===== src/rtl/apb_req_arbiter.sv =====
// apb_req_arbiter: round-robin arbiter sharing one APB bridge among NREQ
// requesters, with one transfer outstanding at a time.
// Optional feature: define APB_ARB_TIMEOUT_EN to bound the WAIT state by
// TIMEOUT_CYCLES and return an error response. A DRAIN state then absorbs
// the abandoned bus access.
module apb_req_arbiter #(
  parameter int NREQ           = 4,
  parameter int ADDR_WIDTH     = 32,
  parameter int DATA_WIDTH     = 32,
  parameter int COMP           = 4,
  parameter int TIMEOUT_CYCLES = 16
) (
  input  logic                       PCLK,
  input  logic                       PRESET,
  input  logic [NREQ-1:0]            req_valid,
  input  logic [NREQ-1:0]            req_write,
  input  logic [NREQ*COMP-1:0]       req_sel,
  input  logic [NREQ*ADDR_WIDTH-1:0] req_addr,
  input  logic [NREQ*DATA_WIDTH-1:0] req_wdata,
  output logic [NREQ-1:0]            req_grant,
  output logic [NREQ-1:0]            rsp_valid,
  output logic [DATA_WIDTH-1:0]      rsp_rdata,
  output logic                       rsp_err,
  output logic                       MTRANS,
  output logic                       MWRITE,
  output logic [COMP-1:0]            MSELx,
  output logic [ADDR_WIDTH-1:0]      MADDR,
  output logic [DATA_WIDTH-1:0]      MWDATA,
  input  logic                       PENABLE,
  input  logic                       PREADY,
  input  logic [DATA_WIDTH-1:0]      MRDATA
);

  localparam int IW = $clog2(NREQ);
  localparam int CW = ($clog2(TIMEOUT_CYCLES + 1) > 8) ? $clog2(TIMEOUT_CYCLES + 1) : 8;
`ifdef APB_ARB_TIMEOUT_EN
  localparam bit TMO_EN = 1'b1;
`else
  localparam bit TMO_EN = 1'b0;
`endif

  typedef enum logic [2:0] {IDLE, ISSUE, WAIT, RESP, DRAIN} state_t;

  state_t        state;
  logic [IW-1:0] rr, win, pick;
  logic [IW:0]   sum;
  logic          any;
  logic [CW-1:0] tmo_cnt;
  logic          tmo_hit;

  // Round-robin search: first asserted request at or above rr, wrapping.
  always_comb begin
    pick = rr;
    any  = 1'b0;
    sum  = '0;
    for (int k = 0; k < NREQ; k++) begin
      if (!any) begin
        sum = {1'b0, rr} + (IW+1)'(k);
        if (sum >= (IW+1)'(NREQ)) sum = sum - (IW+1)'(NREQ);
        if (req_valid[sum[IW-1:0]]) begin
          any  = 1'b1;
          pick = sum[IW-1:0];
        end
      end
    end
  end

  // Timeout fires on the TIMEOUT_CYCLES-th WAIT cycle; constant 0 when disabled.
  assign tmo_hit = TMO_EN && (tmo_cnt == CW'(TIMEOUT_CYCLES - 1));

  // Arbitration FSM; every output is a register written here.
  always_ff @(posedge PCLK) begin
    if (PRESET) begin
      state     <= IDLE;
      rr        <= '0;
      win       <= '0;
      tmo_cnt   <= '0;
      req_grant <= '0;
      rsp_valid <= '0;
      rsp_rdata <= '0;
      rsp_err   <= 1'b0;
      MTRANS    <= 1'b0;
      MWRITE    <= 1'b0;
      MSELx     <= '0;
      MADDR     <= '0;
      MWDATA    <= '0;
    end else begin
      req_grant <= '0;
      rsp_valid <= '0;
      MTRANS    <= 1'b0;
      case (state)
        IDLE: if (any) begin
          // The command registers drive M* directly and stay frozen until
          // the next acceptance, so requester input changes cannot leak in.
          win       <= pick;
          rr        <= (pick == IW'(NREQ - 1)) ? '0 : pick + 1'b1;
          MWRITE    <= req_write[pick];
          MSELx     <= req_sel[pick*COMP +: COMP];
          MADDR     <= req_addr[pick*ADDR_WIDTH +: ADDR_WIDTH];
          MWDATA    <= req_wdata[pick*DATA_WIDTH +: DATA_WIDTH];
          MTRANS    <= 1'b1;
          req_grant <= NREQ'(1) << pick;
          state     <= ISSUE;
        end
        ISSUE: begin
          tmo_cnt <= '0;
          state   <= WAIT;
        end
        WAIT: begin
          if (PENABLE && PREADY) begin
            rsp_rdata <= MWRITE ? '0 : MRDATA;
            rsp_err   <= 1'b0;
            rsp_valid <= NREQ'(1) << win;
            state     <= RESP;
          end else if (tmo_hit) begin
            rsp_rdata <= '0;
            rsp_err   <= 1'b1;
            rsp_valid <= NREQ'(1) << win;
            state     <= RESP;
          end else begin
            tmo_cnt <= tmo_cnt + 1'b1;
          end
        end
        // A still-pending access after a timeout must finish before reuse.
        RESP:    state <= (TMO_EN && PENABLE && !PREADY) ? DRAIN : IDLE;
        DRAIN:   if (!PENABLE || PREADY) state <= IDLE;
        default: state <= IDLE;
      endcase
    end
  end

endmodule


===== config.mk =====
export PLATFORM = sky130hd
export DESIGN_NAME = apb_req_arbiter
export DESIGN_NICKNAME = d
export VERILOG_FILES = /design/src/rtl/apb_req_arbiter.sv
export SDC_FILE = /design/constraint.sdc
export NUM_CORES = 1
export LEC_CHECK = 0
export ABC_AREA = 1
export BUFFER_PORTS_ARGS = -buffer_cell sky130_fd_sc_hd__buf_2
export CORE_UTILIZATION = 23
export DETAILED_ROUTE_END_ITERATION = 7
export PLACE_DENSITY = 0.57
export RECOVER_POWER = 100
export SYNTH_ARGS = -nofsm -noshare
export SYNTH_HDL_FRONTEND = slang
export SYNTH_SLANG_ARGS = --single-unit

===== constraint.sdc =====
create_clock -name PCLK -period 2.6 [get_ports PCLK]
set_input_delay 0.13 -clock PCLK [delete_from_list [all_inputs] [get_ports PCLK]]
set_output_delay 0.13 -clock PCLK [all_outputs]
set_load 0.03 [all_outputs]

* Word-level counts from Yosys, hierarchy flattened
Cells that the tools add are included.
Word-level totals: register bits 117, input port bits 316, output and inout bits 111, logic and storage cells 92
Operators by class: add/subtract/negate cells 8, $lt $le $gt $ge 9, eq/ne operators 7, shift-type cells 5, multiplexer cells 38, bitwise logic cells 4, reduce and logical (&&, ||, !) cells 10
Operator list (count):
- indexed part select 128 x 8 -> 32 bit | 2
- 2-to-1 mux 32 bit | 1
- 2-to-1 mux 2 bit | 15
- indexed part select 16 x 5 -> 4 bit | 1
- < comparator 2 x 3 -> 1 bit, second input constant | 5
- 2-to-1 mux 1 bit | 13
- case mux 3 bit (4 select lines) | 1
- binary-select mux 1 bit (select 2 bit) | 5
- >= comparator 3 bit, second input constant | 3
- 2-to-1 mux 3 bit | 3
- << shifter 1 x 2 -> 4 bit, first input constant | 2
- subtractor 2 x 1 -> 2 bit, second input constant | 4
- adder 2 x 2 -> 3 bit, second input constant | 2
- != test 2 bit, second input constant | 3
- OR reduction 3 bit | 2
- inverter 1 bit | 4
- AND reduction 2 bit | 2
- adder 2 x 1 -> 3 bit, second input constant | 1
- == test 3 x 1 -> 1 bit, second input constant | 1
- == test 3 x 2 -> 1 bit, second input constant | 1
- == test 3 bit, second input constant | 1
- >= comparator 2 x 3 -> 1 bit, second input constant | 1
- zero test 3 bit | 1
- AND reduction 3 bit | 1
- 6 further kinds | 6

* Longest topological paths before layout
depth in word-level cells 22, gate-level depth with buffers 18

* Worst setup path before layout
No wires, ideal clock.
path type reg-to-reg, start reg rr[0], end reg MWDATA[23], arrival time 1.736 ns, path slack 0.755 ns, cell stages (with the launch flop) 19, path buffers 3, path through dfxtp_1 -> buf_4 -> inv_4 -> nand2_1 -> nand2_2 -> nand2_1 -> nand2_2 -> nor2_4 -> nand2_4 -> nand2_2 -> nand2_4 -> nand2_4 -> buf_6 -> buf_8 -> nand2_1 -> nand3_1 -> nand3_1 -> nand2_1 -> inv_1
Between the ends: word-level cells in the longest chain between the ends 13, elaborated cells on any way between the ends 42, classes of those cells 7 x add/sub; 4 x order compare; 1 x shift; 29 x mux; 1 x reduce/logical
RTL lines:
- from (decl) | RTL line 45 | logic [IW-1:0] rr, win, pick;
- from (signal assigned) | RTL line 96 | rr <= (pick == IW'(NREQ - 1)) ? '0 : pick + 1'b1;
- adder 2 x 1 -> 3 bit | RTL line 58 | sum = {1'b0, rr} + (IW+1)'(k);
- >= comparator 3 bit or subtractor 2 x 1 -> 2 bit (tied branches) | RTL line 59 | if (sum >= (IW+1)'(NREQ)) sum = sum - (IW+1)'(NREQ);
- 2-to-1 mux 2 bit | RTL line 59
- 2-to-1 mux 2 bit | RTL line 57 | if (!any) begin
- binary-select mux 1 bit (select 2 bit) | RTL line 60 | if (req_valid[sum[IW-1:0]]) begin
- 2-to-1 mux 1 bit (implied by the code) | RTL line 60
- 2-to-1 mux 2 bit | RTL line 60
- 2-to-1 mux 2 bit | RTL line 57
- 2-to-1 mux 2 bit | RTL line 60
- 2-to-1 mux 2 bit | RTL line 57
- 2-to-1 mux 2 bit | RTL line 60
- 2-to-1 mux 2 bit | RTL line 57
- indexed part select 128 x 8 -> 32 bit | RTL line 100 | MWDATA <= req_wdata[pick*DATA_WIDTH +: DATA_WIDTH];
- to (signal assigned) | RTL line 100
- to (decl) | RTL line 28 | output logic [DATA_WIDTH-1:0] MWDATA,
Several ways; a longest one is shown, not always the timed one. The select of a mux whose other input is x is not followed. A chain may end at the register's enable or synchronous reset.

* Worst setup path in the final report
start reg rr[0], end reg rr[1]
Between the ends: word-level cells in the longest chain between the ends 14, elaborated cells on any way between the ends 44, classes of those cells 8 x add/sub; 4 x order compare; 1 x eq/ne; 30 x mux; 1 x reduce/logical
RTL lines (RTL line):
- adder 2 x 1 -> 3 bit | 58
- >= comparator 3 bit or subtractor 2 x 1 -> 2 bit (tied branches) | 59
- 2-to-1 mux 2 bit | 59
- 2-to-1 mux 2 bit | 57
- binary-select mux 1 bit (select 2 bit) | 60
- 2-to-1 mux 1 bit (implied by the code) | 60
- 2-to-1 mux 2 bit | 60
- 2-to-1 mux 2 bit | 57
- 2-to-1 mux 2 bit | 60
- 2-to-1 mux 2 bit | 57
- 2-to-1 mux 2 bit | 60
- 2-to-1 mux 2 bit | 57
- adder 2 x 1 -> 2 bit or == test 2 bit (tied branches) | 96
- 2-to-1 mux 2 bit | 96
Several ways; a longest one is shown, not always the timed one. The select of a mux whose other input is x is not followed.

==> flow_summary_export.csv <==
group,metric,value,unit
timing,skew,11.5,ps
die,die_w,177,µm
setup_path,required,2880,ps
setup_path,worst-r2r-cell-count,12,
yosys,synthTopCellsByArea,"dfxtp_1 (33%), nand3_1 (22%), nand2_1 (22%)",
place,io_buffer_count,425,
power_and_ir_drop,pwr-share-comb,0.612,
setup_path,path_class,"flop to flop",
power_and_ir_drop,p_seq_frac,0.196,
setup_path,cp_cell_sequence,"inv_4 > nand2_1 > nand2_2 > nand2_1 > nand2_1 > nor3_1 > nor2_4 > inv_2 > nor2_1 > buf_4 > nand2_1 > o211ai_1",
place,place.gp.congestion,0.863,
die,rows,63,
timing,drv_slew,0,
setup_path,r2r_end,"rr[1]$_SDFFE_PP0P_",
yosys,synthesis.nets,1512,
setup_path,r2r_start,"rr[0]$_SDFFE_PP0P_",
yosys,postSynthCellCount,1194,
timing,setup_viol_count_final,0,
yosys,avgSynthCellArea,5.93,µm²
place,hpwl,20.6,mm
min_path,holdCritStartpoint,"MRDATA[31]",
drt,drc,0,
status,run_status,"finished, final reports clean",
final_layout,finalInstanceArea,0.0102,mm²
yosys,ys_seq_elements,116,
die,core-area,0.0300,mm²
min_path,hold_end,"rsp_rdata[31]$_SDFFE_PP0P_",
global_routing,grt-ovfl-total,0,
global_routing,antenna_found_initial,2,
setup_path,cp_max_fo,38,
yosys,async_flop_share,0,
yosys,yosysTopAreaCell,"dfxtp_1",
power_and_ir_drop,peakVddDrop,0.704,mV
yosys,synth_edf_count,0,
yosys,synth_cell_types,28,
die,initial_core_util,0.236,
setup_path,crit_path_frequent_cell,"nand2_1",
drt,routed_wl,27.7,mm
global_routing,track_usage,0.170,
timing,period_needed,2380,ps
timing,period_share,0.914,
final_layout,nets,1923,
clock_tree,clkSlewWorstSetupHoldPaths,60,ps
drt,vias,9034,
final_layout,drive_gt1_frac,0.237,
clock_tree,htree_levels,4,
setup_path,cp-startpoint,"rr[0]$_SDFFE_PP0P_",
power_and_ir_drop,swShare,0.517,
setup_path,slowest_stage,"dfxtp_1",
power_and_ir_drop,total_power,13.0,mW
clock_tree,clk_latency,420,ps
clock_tree,cts_tree,"done",
yosys,synth_top_flop_cell,"dfxtp_1",
power_and_ir_drop,power.leakage,5.59,nW
place,post_dp_cell_area,0.00945,mm²
drt,via_per_inst,4.50,
min_path,hp-class,"primary input to flop",
yosys,ys_seq_area_frac,0.328,
timing,max_freq,0.421,GHz
yosys,synth.top_cell.area_share,0.328,
timing,max-slew-margin-rel,0.105,
yosys,yosys_warnings,0,
drt,drtPass1Iterations,7,
power_and_ir_drop,p_int,6.26,mW
die,die_h,177,µm
power_and_ir_drop,p_clk_frac,0.192,
setup_path,ff2ff_setup_slack,220,ps
clock_tree,cts-buffers-inserted,17,
die,io_pins,427,
power_and_ir_drop,switchingPower,6.70,mW
global_routing,grt_pass1_vias,8223,
global_routing,grt_max_degree,73,
min_path,hold_depth,3,
yosys,synth_area,0.00708,mm²
run,cap_violations,0,
drt,wl_per_cell,13.8,µm
clock_tree,cts_max_path_buffers,2,
setup_path,endpoint_kind,"flop",
setup_path,cp_slowest_stage_delay,550,ps
clock_tree,clock_sinks,116,
timing,rsz0062_at_grt,"false",
timing,worst_pin_slew,1340,ps
clock_tree,cts_setup_buffers,0,
clock_tree,root_buffer,"clkbuf_16",
setup_path,cp.arrival,2660,ps
power_and_ir_drop,p_per_area,1270,mW/mm²
final_layout,syn2layout_area_growth,44.8,%
timing,fin_setup_tns,0,ps
timing,hold_violations,0,
drt,ant_nets,0,
global_routing,grt_pass1_wl,42.4,mm
drt,drtIter0Drc,479,
setup_path,crit_path_start_kind,"flop",
die,die_area,0.0315,mm²
-- per-layer routing --
| layer | up-vias | track usage | routed length [µm] |
|---|---|---|---|
| met5 | - | 0 | 0 |
| met4 | 0 | 0.0484 | 539 |
| met3 | 36 | 0.0405 | 1600 |
| met2 | 315 | 0.292 | 13500 |
| met1 | 4096 | 0.210 | 12100 |
| li1 | 4587 | - | - |
-- Yosys cell counts (2+ instances only) --
library cell,n
a21oi_1,3
buf_1,2
buf_2,38
buf_4,7
buf_6,8
clkbuf_1,30
dfxtp_1,116
ha_1,2
inv_1,119
inv_2,4
nand2_1,417
nand2_2,4
nand2_4,3
nand3_1,315
nor2_1,75
nor2_4,3
nor3_1,4
o211ai_1,2
o21ai_0,33
-- power by group through the flow --
stage	Combinational, mW	Sequential (mW)	Clock (mW)
global route	8.96	2.60	2.66
global placement	7.99	2.55	0
floorplan	5.27	3.34	0
CTS	8.10	2.53	2.58
finish	7.94	2.54	2.48
detailed placement	8.03	2.56	0
-- registers in the layout, indices dropped and copies added (netlist names) --
name	cells
MADDR	32
MWDATA	32
rsp_rdata	32
MSELx	4
req_grant	4
rsp_valid	4
rr	2
state	2
win	2
MTRANS	1
MWRITE	1
-- worst max-delay path by stage --
stage,endpoint,slack [ps]
after global placement,MADDR[10]$_SDFFE_PP0P_,230
after floorplan,MWDATA[23]$_SDFFE_PP0P_,750
after detailed placement,MADDR[5]$_SDFFE_PP0P_,200
after CTS,rr[1]$_SDFFE_PP0P_,170
final,rr[1]$_SDFFE_PP0P_,220
after global routing,MWDATA[28]$_SDFFE_PP0P_,20
-- critical path: cells and delay by family, from the launching register on --
kind | cells | cell delay (ps)
AND/OR/NAND/NOR | 8 | 1090
flip-flops | 1 | 550
buffers and inverters | 3 | 490
AO/OA/AOI/OAI | 1 | 90
-- metrics by stage --
stage	hold WS, ps	worst slack (ps)	utilization	std cells
floorplan	294	755	-	1194
global placement	407	228	0.316	1945
detailed placement	408	199	0.316	1945
CTS	4.48	169	0.346	2008
global route	11.4	22.4	0.342	2009
finish	27.5	223	0.342	2009
-- logic make-up (layout without fill, tap and decap cells) --
| family | count (synthesis) | count (layout) | synth area share |
|---|---|---|---|
| simple gates | 825 | 825 | 0.506 |
| buf+inv | 211 | 635 | 0.133 |
| flops | 116 | 116 | 0.328 |
| compound gates | 39 | 39 | 0.0288 |
| fa+ha+maj | 2 | 2 | 0.00354 |
| other cells | 1 | 2 | 0.000530 |
-- cell usage in the layout (no fill, tap or decap), types with 2 or more instances in the layout --
cell type / instances
ha_1: 2
nor3_1: 5
buf_2: 315
clkinv_4: 3
nand2_1: 417
dfxtp_1: 116
inv_2: 4
nand3_1: 315
dlygate4sd3_1: 31
clkbuf_16: 17
nand2_4: 3
buf_6: 3
inv_1: 119
nand2_2: 4
nor2_4: 3
a21oi_1: 3
clkbuf_1: 112
inv_6: 4
nor2_1: 75
clkinvlp_4: 2
buf_12: 5
o211ai_1: 2
o21ai_0: 33
bufinv_16: 3
buf_4: 12
-- area by class of cell --
cell class                 count  area, µm²
timing repair buffer         478       2530
clock buffer                  19        443
sequential                   116       2320
multi-input combinational    867       3810
tap                          390        488
antenna                        1       2.50
clock inverter                13        171
inverter                     125        472
fill                        3399      19700
-- what timing repair did --
item                                    in CTS  in global routing
endpoints found under the hold margin       31                  0
endpoints found under the setup margin       0                 57
gates resized for setup                      0                  3
hold buffers                                31                  0
Note: power is estimated with default switching activity, not from simulation.
